File: src/rtl/asg_seq.sv
// Burst-profile sequencer for one asg channel: steps through a small profile
// table, loading each entry into the channel and waiting for its stop interrupt.
module asg_seq #(
  parameter  int PN  = 4,
  parameter  int CWM = 14,
  parameter  int CWL = 32,
  parameter  int CWN = 16,
  parameter  int CWS = 16,
  localparam int PW  = $clog2(PN)
) (
  input  logic           clk,
  input  logic           rst,
  input  logic           tbl_wen,
  input  logic [PW-1:0]  tbl_adr,
  input  logic [CWM-1:0] tbl_bdl,
  input  logic [CWL-1:0] tbl_bln,
  input  logic [CWN-1:0] tbl_bnm,
  input  logic           ctl_str,
  input  logic           ctl_stp,
  input  logic [PW-1:0]  cfg_num,
  input  logic           cfg_inf,
  input  logic [CWS-1:0] cfg_rep,
  output logic           asg_rst,
  output logic           asg_trg,
  output logic [CWM-1:0] asg_bdl,
  output logic [CWL-1:0] asg_bln,
  output logic [CWN-1:0] asg_bnm,
  input  logic           asg_stp,
  output logic           sts_run,
  output logic [PW-1:0]  sts_idx,
  output logic [CWS-1:0] sts_rep,
  output logic           irq_don,
  output logic           irq_abt
);

  localparam logic [2:0] IDLE  = 3'd0;
  localparam logic [2:0] LOAD  = 3'd1;
  localparam logic [2:0] TRIG  = 3'd2;
  localparam logic [2:0] WAIT  = 3'd3;
  localparam logic [2:0] NEXT  = 3'd4;
  localparam logic [2:0] DONE  = 3'd5;
  localparam logic [2:0] ABORT = 3'd6;

  localparam logic [PW-1:0] IDX_MAX = PW'(PN - 1);

  logic [CWM-1:0] mem_bdl [PN];
  logic [CWL-1:0] mem_bln [PN];
  logic [CWN-1:0] mem_bnm [PN];

  logic [2:0]     state;
  logic [2:0]     state_nxt;
  logic [PW-1:0]  idx_nxt;
  logic [CWS-1:0] rep_nxt;

  always_comb begin
    state_nxt = state;
    idx_nxt   = sts_idx;
    rep_nxt   = sts_rep;
    case (state)
      IDLE: begin
        if (ctl_str && !ctl_stp) begin
          state_nxt = LOAD;
          idx_nxt   = '0;
          rep_nxt   = '0;
        end
      end
      LOAD: state_nxt = TRIG;
      TRIG: state_nxt = WAIT;
      WAIT: if (asg_stp) state_nxt = NEXT;
      NEXT: begin
        if (sts_idx != cfg_num && sts_idx != IDX_MAX) begin
          idx_nxt   = sts_idx + PW'(1);
          state_nxt = LOAD;
        end else if (cfg_inf || sts_rep != cfg_rep) begin
          idx_nxt   = '0;
          rep_nxt   = sts_rep + CWS'(1);
          state_nxt = LOAD;
        end else begin
          state_nxt = DONE;
        end
      end
      DONE:    state_nxt = IDLE;
      ABORT:   state_nxt = IDLE;
      default: state_nxt = IDLE;
    endcase
    // Abort overrides every other transition, including a same-cycle asg_stp.
    if (ctl_stp && state != IDLE && state != ABORT) begin
      state_nxt = ABORT;
      idx_nxt   = sts_idx;
      rep_nxt   = sts_rep;
    end
  end

  always_ff @(posedge clk) begin
    if (rst) begin
      state   <= IDLE;
      sts_idx <= '0;
      sts_rep <= '0;
      sts_run <= 1'b0;
      asg_rst <= 1'b0;
      asg_trg <= 1'b0;
      irq_don <= 1'b0;
      irq_abt <= 1'b0;
      asg_bdl <= '0;
      asg_bln <= '0;
      asg_bnm <= '0;
      for (int i = 0; i < PN; i++) begin
        mem_bdl[i] <= '0;
        mem_bln[i] <= '0;
        mem_bnm[i] <= '0;
      end
    end else begin
      state   <= state_nxt;
      sts_idx <= idx_nxt;
      sts_rep <= rep_nxt;
      sts_run <= (state_nxt != IDLE);
      asg_rst <= (state_nxt == LOAD) || (state_nxt == ABORT);
      asg_trg <= (state_nxt == TRIG);
      irq_don <= (state_nxt == DONE);
      irq_abt <= (state_nxt == ABORT);
      // Config is captured from the table before any same-cycle write lands.
      if (state_nxt == LOAD) begin
        asg_bdl <= mem_bdl[idx_nxt];
        asg_bln <= mem_bln[idx_nxt];
        asg_bnm <= mem_bnm[idx_nxt];
      end
      if (tbl_wen) begin
        mem_bdl[tbl_adr] <= tbl_bdl;
        mem_bln[tbl_adr] <= tbl_bln;
        mem_bnm[tbl_adr] <= tbl_bnm;
      end
    end
  end

endmodule

File: config.mk
export PLATFORM = sky130hd
export DESIGN_NAME = asg_seq
export DESIGN_NICKNAME = d
export VERILOG_FILES = /design/src/rtl/asg_seq.sv
export SDC_FILE = /design/constraint.sdc
export NUM_CORES = 1
export LEC_CHECK = 0
export ABC_AREA = 1
export CORE_ASPECT_RATIO = 0.5
export CORE_UTILIZATION = 55
export DETAILED_ROUTE_END_ITERATION = 10
export GPL_ROUTABILITY_DRIVEN = 0
export PLACE_DENSITY = 0.84
export SYNTH_ARGS = -nofsm -noshare
export SYNTH_HDL_FRONTEND = slang
export SYNTH_SLANG_ARGS = --single-unit
File: constraint.sdc
create_clock -name clk -period 5.8 [get_ports clk]
set_clock_uncertainty 0.05 [all_clocks]
set_input_delay 1.74 -clock clk [delete_from_list [all_inputs] [get_ports clk]]
set_output_delay 1.74 -clock clk [all_outputs]
set_load 0.05 [all_outputs]
==> impl_metrics.ini <==
[floorplanning]
io_pins = 174
start_util_pct = 56.7
die_area_um2 = 29600
dieWidth_um = 242
coreArea_um2 = 28000
die_h_um = 122
num_rows = 43

[min_path]
holdCritStartpoint = sts_rep[5]
min_path_cells = 2
hold_path.class = flip-flop to flip-flop
hold_end = sts_rep[5]

[layout]
areaGrowthSynthToFinish_pct = 18.3
nFillCells = 2100
num-nets-final = 2082
seqCellArea_um2 = 9210
multi_input_area_um2 = 4750
drive_above_1_share_pct = 4.37
diodes = 0

[setup_path]
path_max_fanout = 62
cp-end-kind = flip-flop
r2r_slack_ns = 2.98
r2r_cells = 14
critPathKind = primary input to flip-flop
start_kind = primary input
reg2reg_from = state[1]
r2r_end = asg_bdl[2]
crit_arrival_ns = 4.34
crit_required_ns = 6.27

[clock_network]
post_cts_buffers = 0
root_buffer = clkbuf_16
clock-sinks = 336
htreeDepth = 1
cts_buffers = 30
clk_latency_ns = 0.57
cts_resized = 0
holdBufCountCts = 0
cts_buffer_depth = 3
clk_pin_slew_worst_paths_ns = 0.07
cts_tree = yes

[route]
wl_per_cell_um = 16.0
drc = 0
dr_total_vias = 12700
vias_per_cell = 5.29
detail-route-antenna-nets = 0
routed_wl_um = 38300
firstDrtPassIters = 6
drtIter0Drc = 1233

[sta]
setup-tns-final_ns = 0
max-slew-margin-rel_pct = 32.6
fin_crit_sh_pct = 66.8
setup_viol = 0
rsz0062_at_grt = false
hold_slack_ns = 0.497
hold_violations = 0
fmax_mhz = 258
min_period_ns = 3.87
report.final.slew_viol_count = 0
worstMarginPinSlew_ns = 1.01

[yosys]
seq_area_frac_synth_pct = 57.9
synth.area.top_cells = edfxtp_1 47%, dfxtp_1 11%, nand3_1 10%
synth_top_area_cell = edfxtp_1
synth-seq-cells = 336
syn_nets = 1960
yosys_warnings = 0
ys_types = 33
synth_top_area_share_pct = 46.8
synthCells = 1869
synth.cell_area_um2 = 15900
avgSynthCellArea_um2 = 8.51

[power]
p_leak_nw = 8.52
power_switching_mw = 2.18
netSwitchingFraction_pct = 32.9
seqPwrFrac_pct = 45.1
ir_drop_uv = 239
clkPwrFrac_pct = 28.8
comb_power_share_pct = 26.0
power.density_nw_per_um2 = 353
internal_power_mw = 4.46

[placed_design]
dpl.hpwl_um = 21400
port_buffers = 173

[grt]
grt_overflow_total = 0
grt_pass1_wl_um = 60300
grt_use_total_pct = 25.6
first_global_vias = 11900
antenna_found_initial = 0
grt_max_degree = 126

[run]
cap_violations = 0

[run_status]
outcome = finished clean
==> per-stage QoR <==
stage / setup WS [ns] / total power, mW / area [µm²] / util, % / cells
after CTS: 1.99 / 6.66 / 18800 / 67.1 / 2397
after detailed placement: 1.41 / 4.77 / 17900 / 63.8 / 2341
after global placement: 1.45 / 4.74 / 17900 / 63.8 / 2341
after floorplan: 1.24 / 4.22 / 15900 / - / 1869
after global routing: 1.69 / 6.90 / 18800 / 67.1 / 2397
final: 1.93 / 6.64 / 18800 / 67.1 / 2397
==> cell type report <==
type	instances	share of cell area (%)
repair buffers	189	10.0
flip-flops and latches	336	49.0
clock inverters	19	0.672
inverters	414	8.26
clock buffers	37	4.24
multi-input cells	1020	25.3
well taps	382	2.54
==> critical path, cell delays in order <==
cell and delay, ns:
clkdlybuf4s50_1 0.48, inv_1 0.04, nand2_1 0.05, nand2_1 0.05
nor2_1 0.09, nand2_1 0.06, nor2_1 0.16, nand3_1 0.15
nor2_1 0.11, nand2_1 0.12, a21oi_4 0.14, buf_4 0.68
nand3_1 0.20, nand3_1 0.13, nand2_1 0.07, inv_1 0.04
==> worst max path at each step <==
stage	slack, ns	end	startpoint
global route	1.69	asg_bln[25]	cfg_rep[1]
detailed placement	1.41	asg_bnm[11]	cfg_num[0]
finish	1.93	asg_bdl[2]	cfg_rep[1]
floorplan	1.24	mem_bdl[1][0]	rst
global placement	1.45	asg_bnm[11]	ctl_str
CTS	1.99	asg_bnm[11]	cfg_num[0]
==> Yosys cell counts, drive strengths merged <==
master	number
nand2	269
a211oi	1
xor2	7
a21oi	21
buf	42
nor3	13
edfxtp	248
clkbuf	57
o21a	63
o31ai	1
xnor2	6
nor2	292
clkinv	2
inv	412
ha	2
nand3	330
dfxtp	88
nand3b	1
o211ai	1
or2	1
nand4	4
o21ai	6
nor4	2
==> flip-flops by register name (all words and copies together) (netlist names), 2 cells and up <==
signal   cells
state        3
sts_idx      2
mem_bdl     56
asg_bnm     16
mem_bln    128
asg_bdl     14
asg_bln     32
sts_rep     16
mem_bnm     64
==> layout by cell type (no fill, tap or decap), types with 2 or more instances in the layout <==
| cell type | n |
|---|---|
| nand2_4 | 7 |
| nand3_1 | 328 |
| o21ai_1 | 3 |
| dfxtp_1 | 88 |
| edfxtp_1 | 248 |
| clkinv_2 | 5 |
| xor2_1 | 7 |
| nor2_4 | 2 |
| a21oi_1 | 19 |
| buf_4 | 13 |
| nor2_1 | 289 |
| xnor2_1 | 6 |
| nor3_1 | 13 |
| nand2_2 | 4 |
| ha_1 | 2 |
| inv_2 | 12 |
| nand3_2 | 2 |
| clkinv_1 | 10 |
| inv_1 | 401 |
| nor4_1 | 2 |
| clkbuf_16 | 31 |
| o21ai_0 | 3 |
| o21a_1 | 63 |
| buf_12 | 3 |
| clkdlybuf4s50_1 | 173 |
| nand4_1 | 4 |
| nand2_1 | 258 |
| clkbuf_1 | 6 |
==> cell families (layout without fill, tap and decap cells) <==
logic type               after synthesis  count (layout)  synth area share (%)
buffers and inverters                513             659                  12.6
XOR/XNOR                              13              13                 0.716
adder cells (fa/ha/maj)                2               2                 0.157
flip-flops                           336             336                  57.9
AND/OR/NAND/NOR                      912             912                  24.5
AO/OA/AOI/OAI                         93              93                  4.04
==> routing by layer <==
metal / track usage, % / share of wire [%] / up-vias
met5: 0 / 0 / -
met1: 33.0 / 41 / 5986
met4: 8.27 / 2.7 / 0
li1: - / - / 6105
met2: 45.0 / 50 / 509
met3: 3.87 / 6.7 / 74
==> power groups by stage <==
| stage | registers, mW | logic, mW | clock network, mW |
|---|---|---|---|
| floorplan | 3.49 | 0.729 | 0 |
| global route | 3.02 | 1.86 | 2.01 |
| detailed placement | 3.05 | 1.73 | 0 |
| finish | 3.00 | 1.73 | 1.92 |
| CTS | 3.00 | 1.73 | 1.92 |
| global placement | 3.04 | 1.69 | 0 |
Note: power is estimated with default switching activity, not from simulation.
